**src/rtl/stg_pkg.sv**
```systemverilog
// Shared definitions for the wave spawn scheduler.
//   - stg_state_e : scheduler FSM states
//   - ENT_*       : bit positions of the fields inside a wave-table word
//   - TYPE_*      : enemy type codes carried in the type field
//   - sat_inc4    : 4-bit increment that sticks at 15
package stg_pkg;

  typedef enum logic [3:0] {
    ST_IDLE      = 4'd0,
    ST_FETCH     = 4'd1,
    ST_LOAD      = 4'd2,
    ST_WAIT_DLY  = 4'd3,
    ST_WAIT_SLOT = 4'd4,
    ST_SPAWN     = 4'd5,
    ST_CLEAR     = 4'd6,
    ST_DRAIN     = 4'd7,
    ST_DONE      = 4'd8
  } stg_state_e;

  localparam int unsigned ENT_EOT     = 31;
  localparam int unsigned ENT_EOW     = 30;
  localparam int unsigned ENT_TYPE_HI = 29;
  localparam int unsigned ENT_TYPE_LO = 28;
  localparam int unsigned ENT_X_HI    = 25;
  localparam int unsigned ENT_X_LO    = 16;
  localparam int unsigned ENT_DLY_HI  = 15;
  localparam int unsigned ENT_DLY_LO  = 0;

  localparam logic [1:0] TYPE_GRUNT = 2'd0;
  localparam logic [1:0] TYPE_FAST  = 2'd1;
  localparam logic [1:0] TYPE_TANK  = 2'd2;
  localparam logic [1:0] TYPE_BOSS  = 2'd3;

  function automatic logic [3:0] sat_inc4(input logic [3:0] v);
    return (v == 4'hF) ? v : v + 4'd1;
  endfunction

endpackage

```
**src/rtl/alive_counter.sv**
```systemverilog
// Live-enemy counter: one increment and two independent decrements may all
// land in the same cycle. The result clamps at 0 (never wraps to 15) and is
// capped at MAX.
//   clk     : system clock
//   rst_i   : synchronous active-high reset
//   clear_i : synchronous clear (same effect as reset)
//   inc_i   : +1 this cycle
//   dec1_i  : -1 this cycle
//   dec2_i  : -1 this cycle
//   count_o : current count
module alive_counter #(
  parameter int unsigned MAX = 8
) (
  input  logic       clk,
  input  logic       rst_i,
  input  logic       clear_i,
  input  logic       inc_i,
  input  logic       dec1_i,
  input  logic       dec2_i,
  output logic [3:0] count_o
);

  logic [3:0] count_q;
  logic [3:0] count_d;
  logic [4:0] up;
  logic [4:0] down;
  logic [4:0] diff;

  always_comb begin
    up      = {1'b0, count_q} + {4'd0, inc_i};
    down    = {4'd0, dec1_i} + {4'd0, dec2_i};
    diff    = up - down;
    count_d = diff[3:0];
    if (up < down) begin
      count_d = 4'd0;
    end else if (diff > 5'(MAX)) begin
      count_d = 4'(MAX);
    end
  end

  always_ff @(posedge clk) begin
    if (rst_i || clear_i) begin
      count_q <= 4'd0;
    end else begin
      count_q <= count_d;
    end
  end

  assign count_o = count_q;

endmodule

```
**src/rtl/wave_spawn_scheduler.sv**
```systemverilog
// Walks a wave table in an external synchronous ROM and issues enemy spawn
// requests over a valid/ready handshake, pacing them by per-entry tick
// delays, a live-enemy limit and end-of-wave / end-of-table markers.
//   clk           : system clock
//   hard_reset    : synchronous active-high reset (wins over game_reset)
//   game_en       : play enable from the game FSM, 0 = pause
//   game_reset    : one-cycle restart pulse from the game FSM
//   tick          : one-cycle frame strobe, time base for entry delays
//   tbl_addr      : ROM address
//   tbl_data      : ROM word, valid one cycle after tbl_addr
//   spawn_valid   : spawn request
//   spawn_ready   : enemy datapath accepts the request
//   spawn_x       : spawn x coordinate
//   spawn_type    : enemy type code
//   enemy_killed  : pulse, one live enemy destroyed
//   enemy_escaped : pulse, one live enemy left the screen
//   alive_count   : current live enemies
//   wave_num      : current wave index, saturates at 15
//   all_done      : table exhausted and field clear
module wave_spawn_scheduler
  import stg_pkg::*;
#(
  parameter int unsigned ADDR_W    = 6,
  parameter int unsigned ENTRY_W   = 32,
  parameter int unsigned MAX_ALIVE = 8
) (
  input  logic               clk,
  input  logic               hard_reset,
  input  logic               game_en,
  input  logic               game_reset,
  input  logic               tick,
  output logic [ADDR_W-1:0]  tbl_addr,
  input  logic [ENTRY_W-1:0] tbl_data,
  output logic               spawn_valid,
  input  logic               spawn_ready,
  output logic [9:0]         spawn_x,
  output logic [1:0]         spawn_type,
  input  logic               enemy_killed,
  input  logic               enemy_escaped,
  output logic [3:0]         alive_count,
  output logic [3:0]         wave_num,
  output logic               all_done
);

  stg_state_e        state_q;
  logic [ADDR_W-1:0] addr_q;
  logic              valid_q;
  logic [9:0]        x_q;
  logic [1:0]        type_q;
  logic              eot_q;
  logic              eow_q;
  logic [15:0]       dly_q;
  logic [3:0]        wave_q;
  logic              done_q;

  logic [3:0]        alive_w;
  logic              spawn_fire;
  logic              slot_free;
  logic              last_addr;
  logic              unused_bits;

  assign spawn_fire  = valid_q & spawn_ready;
  assign slot_free   = (32'(alive_w) < MAX_ALIVE);
  // The address never wraps: the last ROM slot ends the table.
  assign last_addr   = &addr_q;
  assign unused_bits = ^tbl_data[27:26];

  alive_counter #(.MAX(MAX_ALIVE)) u_alive (
    .clk     (clk),
    .rst_i   (hard_reset),
    .clear_i (game_reset),
    .inc_i   (spawn_fire),
    .dec1_i  (enemy_killed),
    .dec2_i  (enemy_escaped),
    .count_o (alive_w)
  );

  always_ff @(posedge clk) begin
    if (hard_reset || game_reset) begin
      state_q <= ST_IDLE;
      addr_q  <= '0;
      valid_q <= 1'b0;
      x_q     <= '0;
      type_q  <= '0;
      eot_q   <= 1'b0;
      eow_q   <= 1'b0;
      dly_q   <= '0;
      wave_q  <= '0;
      done_q  <= 1'b0;
    end else begin
      case (state_q)
        ST_IDLE: begin
          if (game_en) state_q <= ST_FETCH;
        end
        // Address is already on tbl_addr; the ROM registers it this cycle.
        ST_FETCH: begin
          state_q <= ST_LOAD;
        end
        ST_LOAD: begin
          x_q     <= tbl_data[ENT_X_HI:ENT_X_LO];
          type_q  <= tbl_data[ENT_TYPE_HI:ENT_TYPE_LO];
          eot_q   <= tbl_data[ENT_EOT];
          eow_q   <= tbl_data[ENT_EOW];
          dly_q   <= tbl_data[ENT_DLY_HI:ENT_DLY_LO];
          state_q <= (tbl_data[ENT_DLY_HI:ENT_DLY_LO] != 16'd0) ? ST_WAIT_DLY
                                                                 : ST_WAIT_SLOT;
        end
        // Delay counts only qualifying ticks; a pause freezes it.
        ST_WAIT_DLY: begin
          if (tick && game_en) begin
            dly_q <= dly_q - 16'd1;
            if (dly_q == 16'd1) state_q <= ST_WAIT_SLOT;
          end
        end
        ST_WAIT_SLOT: begin
          if (game_en && slot_free) begin
            valid_q <= 1'b1;
            state_q <= ST_SPAWN;
          end
        end
        // Request is held regardless of game_en until accepted.
        ST_SPAWN: begin
          if (spawn_ready) begin
            valid_q <= 1'b0;
            if (eot_q || last_addr) begin
              state_q <= ST_DRAIN;
            end else if (eow_q) begin
              state_q <= ST_CLEAR;
            end else begin
              addr_q  <= addr_q + ADDR_W'(1);
              state_q <= ST_FETCH;
            end
          end
        end
        ST_CLEAR: begin
          if (alive_w == 4'd0) begin
            wave_q  <= sat_inc4(wave_q);
            addr_q  <= addr_q + ADDR_W'(1);
            state_q <= ST_FETCH;
          end
        end
        ST_DRAIN: begin
          if (alive_w == 4'd0) begin
            done_q  <= 1'b1;
            state_q <= ST_DONE;
          end
        end
        ST_DONE: begin
          state_q <= ST_DONE;
        end
        default: begin
          state_q <= ST_IDLE;
        end
      endcase
    end
  end

  assign tbl_addr    = addr_q;
  assign spawn_valid = valid_q;
  assign spawn_x     = x_q;
  assign spawn_type  = type_q;
  assign alive_count = alive_w;
  assign wave_num    = wave_q;
  assign all_done    = done_q;

endmodule

```
**config.mk**
```make
export PLATFORM = sky130hd
export DESIGN_NAME = wave_spawn_scheduler
export DESIGN_NICKNAME = d
export VERILOG_FILES = /design/src/rtl/stg_pkg.sv /design/src/rtl/alive_counter.sv /design/src/rtl/wave_spawn_scheduler.sv
export SDC_FILE = /design/constraint.sdc
export NUM_CORES = 1
export LEC_CHECK = 0
export ABC_AREA = 1
export CORE_MARGIN = 2
export CORE_UTILIZATION = 50
export DETAILED_ROUTE_END_ITERATION = 8
export PLACE_DENSITY = 0.91
export SLEW_MARGIN = 10
export SYNTH_ARGS = -nofsm -noshare
export SYNTH_HDL_FRONTEND = slang
export SYNTH_SLANG_ARGS = --single-unit
```
**constraint.sdc**
```tcl
create_clock -name clk -period 2.3 [get_ports clk]
set_input_delay 0.345 -clock clk [delete_from_list [all_inputs] [get_ports clk]]
set_output_delay 0.345 -clock clk [all_outputs]
set_load 0.005 [all_outputs]
```
==> results of run 1 <==
-- through the flow --
stage	total power (uW)	hold slack, ns	worst slack [ns]	instances	cell area (um2)
floorplan	1020	0.439	0.340	455	2900
global placement	1120	0.451	-0.171	587	3630
detailed placement	1130	0.466	-0.308	587	3630
CTS	1690	0.480	0.0170	595	3730
global route	1740	0.496	0.0135	595	3750
finish	1680	0.473	0.0614	595	3750
-- placed cells by master, fill, tap and decap left out, drive strengths merged, types with 2 or more instances in the layout --
cell,synthesis,final
ha,9,9
nor3,8,8
nor2,103,103
clkdlybuf4s50,0,65
nand3b,2,2
clkbuf,4,6
dfxtp,50,50
xnor2,4,4
a21oi,31,31
xor2,7,7
o21ai,34,34
a31oi,3,3
inv,48,49
nand4,5,5
nand2,100,100
buf,7,6
nand3,36,36
-- registers in the layout, indices dropped and copies added, names as in the netlist, 2 cells and up --
register,flops
tbl_addr,6
spawn_x,10
state_q,4
dly_q,16
wave_num,4
u_alive.count_o,4
spawn_type,2
-- final timing paths --
kind / to / slack, ns / start / depth (start not counted)
hold reg to reg: dly_q[6] / 0.47 / dly_q[6] / 2
setup / recovery: u_alive.count_o[2] / 0.06 / spawn_ready / 12
hold / removal: dly_q[6] / 0.47 / dly_q[6] / 2
setup reg to reg: u_alive.count_o[2] / 0.22 / spawn_valid / 11
-- per-layer routing --
metal,up-vias,share of wire (%)
met4,0,1.6
met5,-,0
met2,114,51
met3,15,6.2
li1,1590,-
met1,1439,41
-- area by class of cell --
cell class	instances	area, um2
repair buffers	71	696
clock inverters	2	16.3
fillers	478	1790
clock buffers	6	82.6
multi-input cells	346	1690
flip-flops and latches	50	1000
well taps	72	90.1
inverters	48	180
-- logic make-up after synthesis --
kind of cell | Yosys count | share of synthesized area, %
AND/OR/NAND/NOR | 255 | 37.0
AO/OA/AOI/OAI | 70 | 12.4
buffers and inverters | 59 | 8.04
flip-flops | 50 | 34.6
XOR/XNOR | 11 | 3.33
adder cells (fa/ha/maj) | 10 | 4.58
-- where the power goes --
part	total, uW	switching (uW)	internal, uW
clock	562	313	248
sequential	884	10.6	873
combinational	238	118	120
-- worst register-to-register path: cells and delay by family, from the launching register on --
family                     cells  cell delay (ns)
adders and majority gates      3             0.74
and+or+nand+nor                5             0.45
DFF                            1             0.36
xor gates and xnor gates       1             0.22
AOI/OAI and AO/OA              1             0.16
buffers and inverters          1             0.05
==> results by group, run 1 <==
Status
  • Outcome: finished clean

Drt
  • First drt pass iteration count: 5
  • DRT Wirelength: between 7000 and 8000 um
  • Via count: approximately 3200
  • Initial DRC count: 157
  • DRC Markers: 0
  • WL/cell: roughly 13 um
  • Vias per cell: 5.31
  • Antenna Nets Post-Route: 0

STA
  • Final setup fails: 0
  • Final Hold Vio Count: 0
  • Slew at the pin closest to its max-slew limit: between 0.7 and 0.8 ns
  • Final Cycle Share: a little over nine tenths
  • Final Max Slew Viols: 0
  • Max frequency: roughly 450 MHz
  • Rel. slew slack: a little over half
  • Final min period: between 2 and 2.5 ns
  • RSZ-0062 raised after global routing: false
  • Clock skew: roughly 0.011 ns
  • Total Neg Setup Slack: 0 ns

Setup path
  • Crit-path leading delay family: adder cells
  • Worst stage delay on the critical path: about 0.48 ns
  • Setup crit start kind: input pin
  • Arrival @ worst endpoint: about 2.4 ns
  • CP Capture Type: register
  • Most used cell, CP: nand2_1
  • Worst-path maximum fanout: 3
  • Critical-path top delay cell: clkdlybuf4s50_1
  • WS Path Type: input pin to register
  • Crit-path cells: clkdlybuf4s50_1, nand2_1, inv_1, ha_1, ha_4, ha_1, a21oi_2, nand2_1, xor2_1, nand2_1, nand3_1, nor2_1
  • Required @ worst endpoint: roughly 2.5 ns
  • Worst path bufs/invs: 2

Synthesis
  • Most common cell in the netlist: nor2_1
  • Post-synth EDFFs: 0
  • Syn Std Cell Area: 0.00290 mm2
  • Top cell type's share of synthesized area: 34.6%
  • Yosys top cell by area: dfxtp_1
  • Yosys warnings: 0
  • Synth unique cells: 30
  • Synth area leaders: dfxtp_1, nor2_1, nand2_1
  • Number of synthesized register bits: 50
  • Most frequent cells after synthesis: nor2_1, nand2_1, dfxtp_1
  • Async S/R FF share, synth: 0%
  • Main synth FF type: dfxtp_1
  • Synth Instances: between 400 and 500
  • Post-synthesis area per instance: 6.36 um2
  • Synth Net Count: 505
  • Seq/Total Area, Yosys: roughly a third

Power
  • PD cells: about 450 mW/mm2
  • Leak pwr: approximately 0.0016 uW
  • Worst VDD drop: ~0.31 mV

Placement
  • Post-DP HPWL: 5540 um
  • I/O Buffers: 65
  • GP Congestion: about 0.89

Finish
  • Layout cells sized above 1: 6.12%
  • Layout area overhead: 29.6%
  • Utilization after layout: between 60% and 70%
  • Net count, final: roughly 570
  • # diodes: 0

Die
  • Core Box Area: ~0.0055 mm2
  • # rows: 27
  • Die W: 80.1 um
  • Die Span Y: ~80 um
  • I/O pins: between 60 and 70
  • Starting Density: 52.3%
  • Die area: 0.00642 mm2

GRT
  • GR peak layer: met2
  • GR Util met2: around 45%
  • First-pass GRT wire length: roughly 12000 um
  • Met3 GRT Util: slightly below 5%
  • Congestion Overflow GR: 0
  • Largest net degree at the start of global routing: 28
  • M1 GR Usage: between 20% and 30%
  • Initial antenna violation count: 0
  • GRT Util Overall: between 20% and 30%
  • Number of global-route vias before repair: 2939

Clock tree
  • Hold Buf Count CTS: 0
  • Clock Path Buffers: 2
  • Clk slew on worst S/H paths: about 0.1 ns
  • CTS Buf Count: 5
  • Worst-Skew Late Latency: 0.31 ns
  • Post-CTS sizing: 0
  • Postcts setup bufs: 0
  • Root buf cell: clkbuf_8
  • Clock sinks: 50
  • CTS tree: yes
  • # H-tree levels: 2

Min path
  • Hold Path Class: register to register

Job
  • MaxCap Viol Count: 0
Power figures use the tool's default switching activity.
==> run 2: changes to the inputs <==
--- a/config.mk
+++ b/config.mk
@@ -7,10 +7,11 @@
 export LEC_CHECK = 0
 export ABC_AREA = 1
 export CORE_MARGIN = 2
-export CORE_UTILIZATION = 50
+export CORE_UTILIZATION = 51
 export DETAILED_ROUTE_END_ITERATION = 8
-export PLACE_DENSITY = 0.91
+export PLACE_DENSITY = 0.81
 export SLEW_MARGIN = 10
 export SYNTH_ARGS = -nofsm -noshare
 export SYNTH_HDL_FRONTEND = slang
+export SYNTH_HIERARCHICAL = 1
 export SYNTH_SLANG_ARGS = --single-unit
==> results by group, run 2 <==
STA
  • Final Hold Vio Count: 0
  • Total Neg Setup Slack: 0 ns
  • Rel. slew slack: just over 40%
  • Max frequency: approximately 460 MHz
  • Final setup fails: 0
  • RSZ-0062 raised after global routing: false
  • Final min period: approximately 2.2 ns
  • Clock skew: 0.00265 ns
  • Final Max Slew Viols: 0
  • Final Cycle Share: between 90% and 100%
  • Min Hold Slack: 0.460 ns
  • Slew at the pin closest to its max-slew limit: 0.879 ns

Synthesis
  • Async S/R FF share, synth: 0%
  • Synth area leaders: dfxtp_1, nand2_1, nor2_1
  • Synth Instances: 477
  • Number of synthesized register bits: 50
  • Seq/Total Area, Yosys: about 32%
  • Most common cell in the netlist: nand2_1
  • Synth Net Count: 527
  • Most frequent cells after synthesis: nand2_1, nor2_1, inv_1
  • Post-synth EDFFs: 0
  • Post-synthesis area per instance: approximately 6.5 um2
  • Synth unique cells: 32
  • Main synth FF type: dfxtp_1
  • Yosys top cell by area: dfxtp_1
  • Top cell type's share of synthesized area: between 30% and 40%
  • Syn Std Cell Area: between 0.003 and 0.004 mm2
  • Yosys warnings: 6

Clock tree
  • Hold Buf Count CTS: 0
  • # H-tree levels: 2
  • Post-CTS sizing: 0
  • Clk slew on worst S/H paths: 0.10 ns
  • Clock sinks: 50
  • Postcts setup bufs: 0
  • Clock Path Buffers: 2
  • CTS tree: yes
  • Root buf cell: clkbuf_8
  • CTS Buf Count: 5
  • Worst-Skew Late Latency: 0.31 ns

Die
  • I/O pins: 68
  • # rows: 28
  • Core Box Area: a little under 0.006 mm2
  • Starting Density: a little over half
  • Die W: 81.7 um
  • Die area: between 0.006 and 0.007 mm2
  • Die Span Y: about 82 um

Setup path
  • Most used cell, CP: nand2_1
  • CP Capture Type: register
  • Reg2reg start: spawn_valid
  • Arrival @ worst endpoint: ~2.4 ns
  • R2r worst-path depth: 12
  • Critical-path top delay cell: fa_2
  • Worst stage delay on the critical path: 0.44 ns
  • Crit-path cells: clkdlybuf4s50_1, nand2_1, inv_1, ha_1, ha_1, fa_2, nor2_4, nand2_1, nand2_1, nand2_2, nor2_2, nand2_2, nor2_1
  • WS Path Type: input pin to register
  • Worst-path maximum fanout: 3
  • Setup crit start kind: input pin
  • Required @ worst endpoint: between 2 and 3 ns
  • Worst R2R End: u_alive/count_o[1]
  • R2R Setup Slk: about 0.24 ns

Finish
  • Seq. cell area: between 0.001 and 0.0015 mm2
  • Layout area overhead: 25.3%
  • Top reg by flops: dly_q
  • Largest register FFs: 16
  • Layout cells sized above 1: under 10%
  • Net count, final: 591
  • Commonest non-fill, non-tap cells in the layout: nand2_1, nor2_1, clkdlybuf4s50_1
  • Number of filler cells placed in the layout: between 500 and 600
  • Multi-input gate area: 0.00174 mm2
  • Most common cell after layout, fill and taps aside: nand2_1
  • # diodes: 0

Drt
  • DRT Wirelength: about 7100 um
  • Vias per cell: 5.04
  • DRC Markers: 0
  • WL/cell: between 10 and 15 um
  • First drt pass iteration count: 4
  • Via count: approximately 3100
  • Initial DRC count: between 150 and 200
  • Antenna Nets Post-Route: 0

Min path
  • Hold Path Class: register to register
  • Worst hold endpoint: all_done
  • Min-delay src: all_done
  • Hold Crit Depth: 2

GRT
  • GRT Util Overall: 22.0%
  • Congestion Overflow GR: 0
  • Number of global-route vias before repair: about 2900
  • Largest net degree at the start of global routing: 26
  • Initial antenna violation count: 0
  • First-pass GRT wire length: around 12000 um

Placement
  • I/O Buffers: between 60 and 70
  • GP Congestion: 0.920
  • Post-DP HPWL: ~5300 um

Power
  • Leak pwr: ~0.0017 uW
  • PD cells: between 400 and 500 mW/mm2
  • Worst VDD drop: roughly 0.34 mV

Job
  • MaxCap Viol Count: 0

Status
  • Outcome: finished clean
run 2: cell types whose count changed after synthesis, moves of 5 or more:
cell and delta:
nand2_1 +6, nor2_1 -5, o21ai_0 +10, nor3_1 -5
nand2_2 +5, nor2_4 +5, inv_1 +13, o21ai_1 -10
run 2: kinds of logic (layout without fill, tap and decap cells):
kind of cell             count (synthesis)  count (layout)  synth area share (%)
AND/OR/NAND/NOR                        257             257                  35.9
XOR/XNOR                                 7               7                  1.99
adder cells (fa/ha/maj)                 10              10                  4.30
flip-flops                              50              50                  32.5
AO/OA/AOI/OAI                           77              77                  14.1
buffers and inverters                   76             141                  11.2
run 2: report_power, final:
| group | internal [uW] | leakage, uW | switching (uW) |
|---|---|---|---|
| Sequential | 873 | 0.000403 | 10.4 |
| Clock | 248 | 0.0000478 | 316 |
| Combinational | 121 | 0.00123 | 116 |
run 2: critical path: cells and delay by family:
kind / cells / cell delay [ns]
buffers and inverters: 2 / 0.45
adders and majority gates: 3 / 0.97
and+or+nand+nor: 8 / 0.66
run 2: how the worst max path moves through the flow:
| stage | startpoint | endpoint | slack [ns] | depth (start not counted) |
|---|---|---|---|---|
| 3_5_place_dp | spawn_ready | u_alive/count_o[1] | -0.27 | 13 |
| 4_1_cts | spawn_ready | u_alive/count_o[1] | 0.04 | 13 |
| 6_report | spawn_ready | u_alive/count_o[1] | 0.12 | 13 |
| 5_1_grt | spawn_ready | u_alive/count_o[1] | 0.005 | 14 |
| 2_1_floorplan | spawn_ready | u_alive/count_o[0] | 0.31 | 12 |
| 3_3_place_gp | spawn_ready | u_alive/count_o[2] | -0.18 | 13 |
run 2: through the flow:
stage	cell area (um2)	power, uW	std cells	worst slack, ns	util [%]
after floorplan	3080	1030	477	0.315	-
after global placement	3760	1130	609	-0.181	63.9
after detailed placement	3760	1140	609	-0.274	63.9
after CTS	3860	1700	617	0.0434	65.5
after global routing	3860	1750	617	0.00544	65.6
final	3860	1680	617	0.117	65.6
run 2: routing by layer:
layer	wire length [um]	vias up	global-route usage (%)
li1	-	1633	-
met1	3180	1395	26.8
met5	0	-	0
met2	3370	78	39.0
met3	460	4	4.84
met4	48	0	5.83
run 2: cell type report:
cell class	count	share of cell area (%)
multi-input cells	351	45.0
clock inverters	2	0.421
flip-flops and latches	50	25.9
well taps	75	2.43
inverters	62	6.03
repair buffers	71	18.0
clock buffers	6	2.14
==> run 3: changes to the inputs <==
--- a/config.mk
+++ b/config.mk
@@ -9,7 +9,8 @@
 export CORE_MARGIN = 2
 export CORE_UTILIZATION = 51
 export DETAILED_ROUTE_END_ITERATION = 8
-export PLACE_DENSITY = 0.81
+export PLACE_DENSITY = 0.79
+export REMOVE_ABC_BUFFERS = 1
 export SLEW_MARGIN = 10
 export SYNTH_ARGS = -nofsm -noshare
 export SYNTH_HDL_FRONTEND = slang
==> results by group, run 3 (same netlist as run 2, synthesis figures left out) <==
Finish
  • Layout cells sized above 1: 8.30%
  • Largest register FFs: 16
  • Most common cell after layout, fill and taps aside: nand2_1
  • # diodes: 0
  • Final Non-Filler Cells: approximately 620
  • Net count, final: between 500 and 600
  • Number of filler cells placed in the layout: between 500 and 600
  • Top reg by flops: dly_q
  • Commonest non-fill, non-tap cells in the layout: nand2_1, nor2_1, clkdlybuf4s50_1
  • Layout area overhead: 25.9%

STA
  • Total Neg Setup Slack: 0 ns
  • Rel. slew slack: about two fifths
  • Final Cycle Share: between 90% and 100%
  • Final Max Slew Viols: 0
  • Final Hold Vio Count: 0
  • Slew at the pin closest to its max-slew limit: 0.894 ns
  • Max frequency: ~450 MHz
  • Clock skew: roughly 0.012 ns
  • Final min period: roughly 2.2 ns
  • Final setup fails: 0

GRT
  • Number of global-route vias before repair: 2923
  • GRT Util Overall: ~23%
  • Congestion Overflow GR: 0
  • Largest net degree at the start of global routing: 26
  • First-pass GRT wire length: 12300 um
  • Initial antenna violation count: 0

Setup path
  • WS Path Type: input pin to register
  • Crit-path cells: clkdlybuf4s50_1, nand2_1, inv_1, ha_1, ha_1, fa_2, nor2_4, nand2_1, nand2_1, nand2_2, nor2_2, nand2_2, nor2_1
  • Worst stage delay on the critical path: between 0.4 and 0.5 ns
  • Most used cell, CP: nand2_1
  • Crit-path leading delay family: adder cells
  • R2R Setup Slk: 0.21 ns
  • Reg2reg start: spawn_valid
  • Critical-path top delay cell: fa_2
  • Worst path bufs/invs: 2
  • CP Capture Type: register
  • R2r worst-path depth: 12
  • Worst-path maximum fanout: 3
  • Arrival @ worst endpoint: ~2.5 ns
  • Required @ worst endpoint: between 2 and 3 ns
  • Worst R2R End: u_alive/count_o[0]
  • Setup crit start kind: input pin

Drt
  • Vias per cell: 5.04
  • First drt pass iteration count: 5
  • DRC Markers: 0
  • Initial DRC count: 151
  • Via count: approximately 3100
  • Antenna Nets Post-Route: 0
  • DRT Wirelength: around 7300 um
  • WL/cell: around 12 um

Clock tree
  • Postcts setup bufs: 0
  • # H-tree levels: 2
  • Clock Path Buffers: 2
  • Clk slew on worst S/H paths: roughly 0.09 ns
  • Clock sinks: 50
  • CTS Buf Count: 5
  • Hold Buf Count CTS: 0
  • Root buf cell: clkbuf_8
  • Worst-Skew Late Latency: ~0.31 ns
  • CTS tree: yes

Die
  • Starting Density: between 50% and 60%
  • Die Span Y: between 80 and 90 um
  • I/O pins: just under 70
  • Core Box Area: around 0.0059 mm2
  • Die W: roughly 82 um
  • # rows: 28
  • Die area: approximately 0.0067 mm2

Min path
  • Hold Crit Depth: 2
  • Worst hold endpoint: all_done
  • Hold Path Class: register to register
  • Min-delay src: all_done

Placement
  • I/O Buffers: 65
  • Post-DP HPWL: around 5400 um
  • Placed insts: about 610
  • GP Congestion: ~0.89

Power
  • Leak pwr: 0.00169 uW
  • PD cells: about 460 mW/mm2
  • Worst VDD drop: 0.352 mV

Job
  • MaxCap Viol Count: 0

Status
  • Outcome: finished clean
==> run 3: changes by cell type in the layout (fill, tap and decap cells not counted), sizes merged <==
cell / previous run / this run
clkinv: 1 / 2
clkbuf: 6 / 5
clkinvlp: 1 / 0
bufinv: 0 / 1
==> run 3: what timing repair did <==
item | 4_1_cts | 5_1_grt
resized for setup | 0 | 3
hold endpoints to repair | 0 | 0
setup endpoints to repair | 0 | 3
==> run 3: area by class of cell <==
type,instances,area [um2],area share (%)
clock inverter,3,47.5,1.23
inverter,62,233,6.00
sequential,50,1000,25.8
timing repair buffer,71,696,17.9
clock buffer,5,68.8,1.77
multi-input combinational,351,1740,44.9
tap,75,93.8,2.42
==> run 3: worst max path at each step <==
stage                              end  depth (start not counted)   startpoint
CTS                 u_alive/count_o[0]                         13  spawn_ready
global placement    u_alive/count_o[2]                         13  spawn_ready
finish              u_alive/count_o[0]                         13  spawn_ready
detailed placement  u_alive/count_o[0]                         13  spawn_ready
floorplan           u_alive/count_o[0]                         12  spawn_ready
global route        u_alive/count_o[0]                         13  spawn_ready
==> run 3: metrics by stage <==
stage	hold slack, ns	instance area (um2)	power [uW]	util, %	worst slack, ns
after floorplan	0.443	2970	1020	-	0.315
after global placement	0.443	3760	1130	63.9	-0.169
after detailed placement	0.444	3760	1140	63.9	-0.237
after CTS	0.456	3870	1780	65.8	0.0732
after global routing	0.473	3880	1850	65.9	-0.00795
final	0.454	3880	1780	65.9	0.0921
==> run 3: layer usage <==
metal / wire, um / share of wire [%] / global-route usage, %
met3: 436 / 6.0 / 6.04
met5: 0 / 0 / 0
met4: 76 / 1.0 / 6.17
met1: 3320 / 45 / 27.1
met2: 3470 / 48 / 40.5
==> run 3: tightest hold or removal path, stage by stage, from the launching register on <==
cell     delay (ns)
dfxtp_1        0.32
inv_1          0.05
a21oi_1        0.05
==> run 3: where the power goes <==
part | internal, uW | switching, uW
clock network | 330 | 325
logic | 121 | 119
registers | 873 | 10.1
total | 1320 | 454
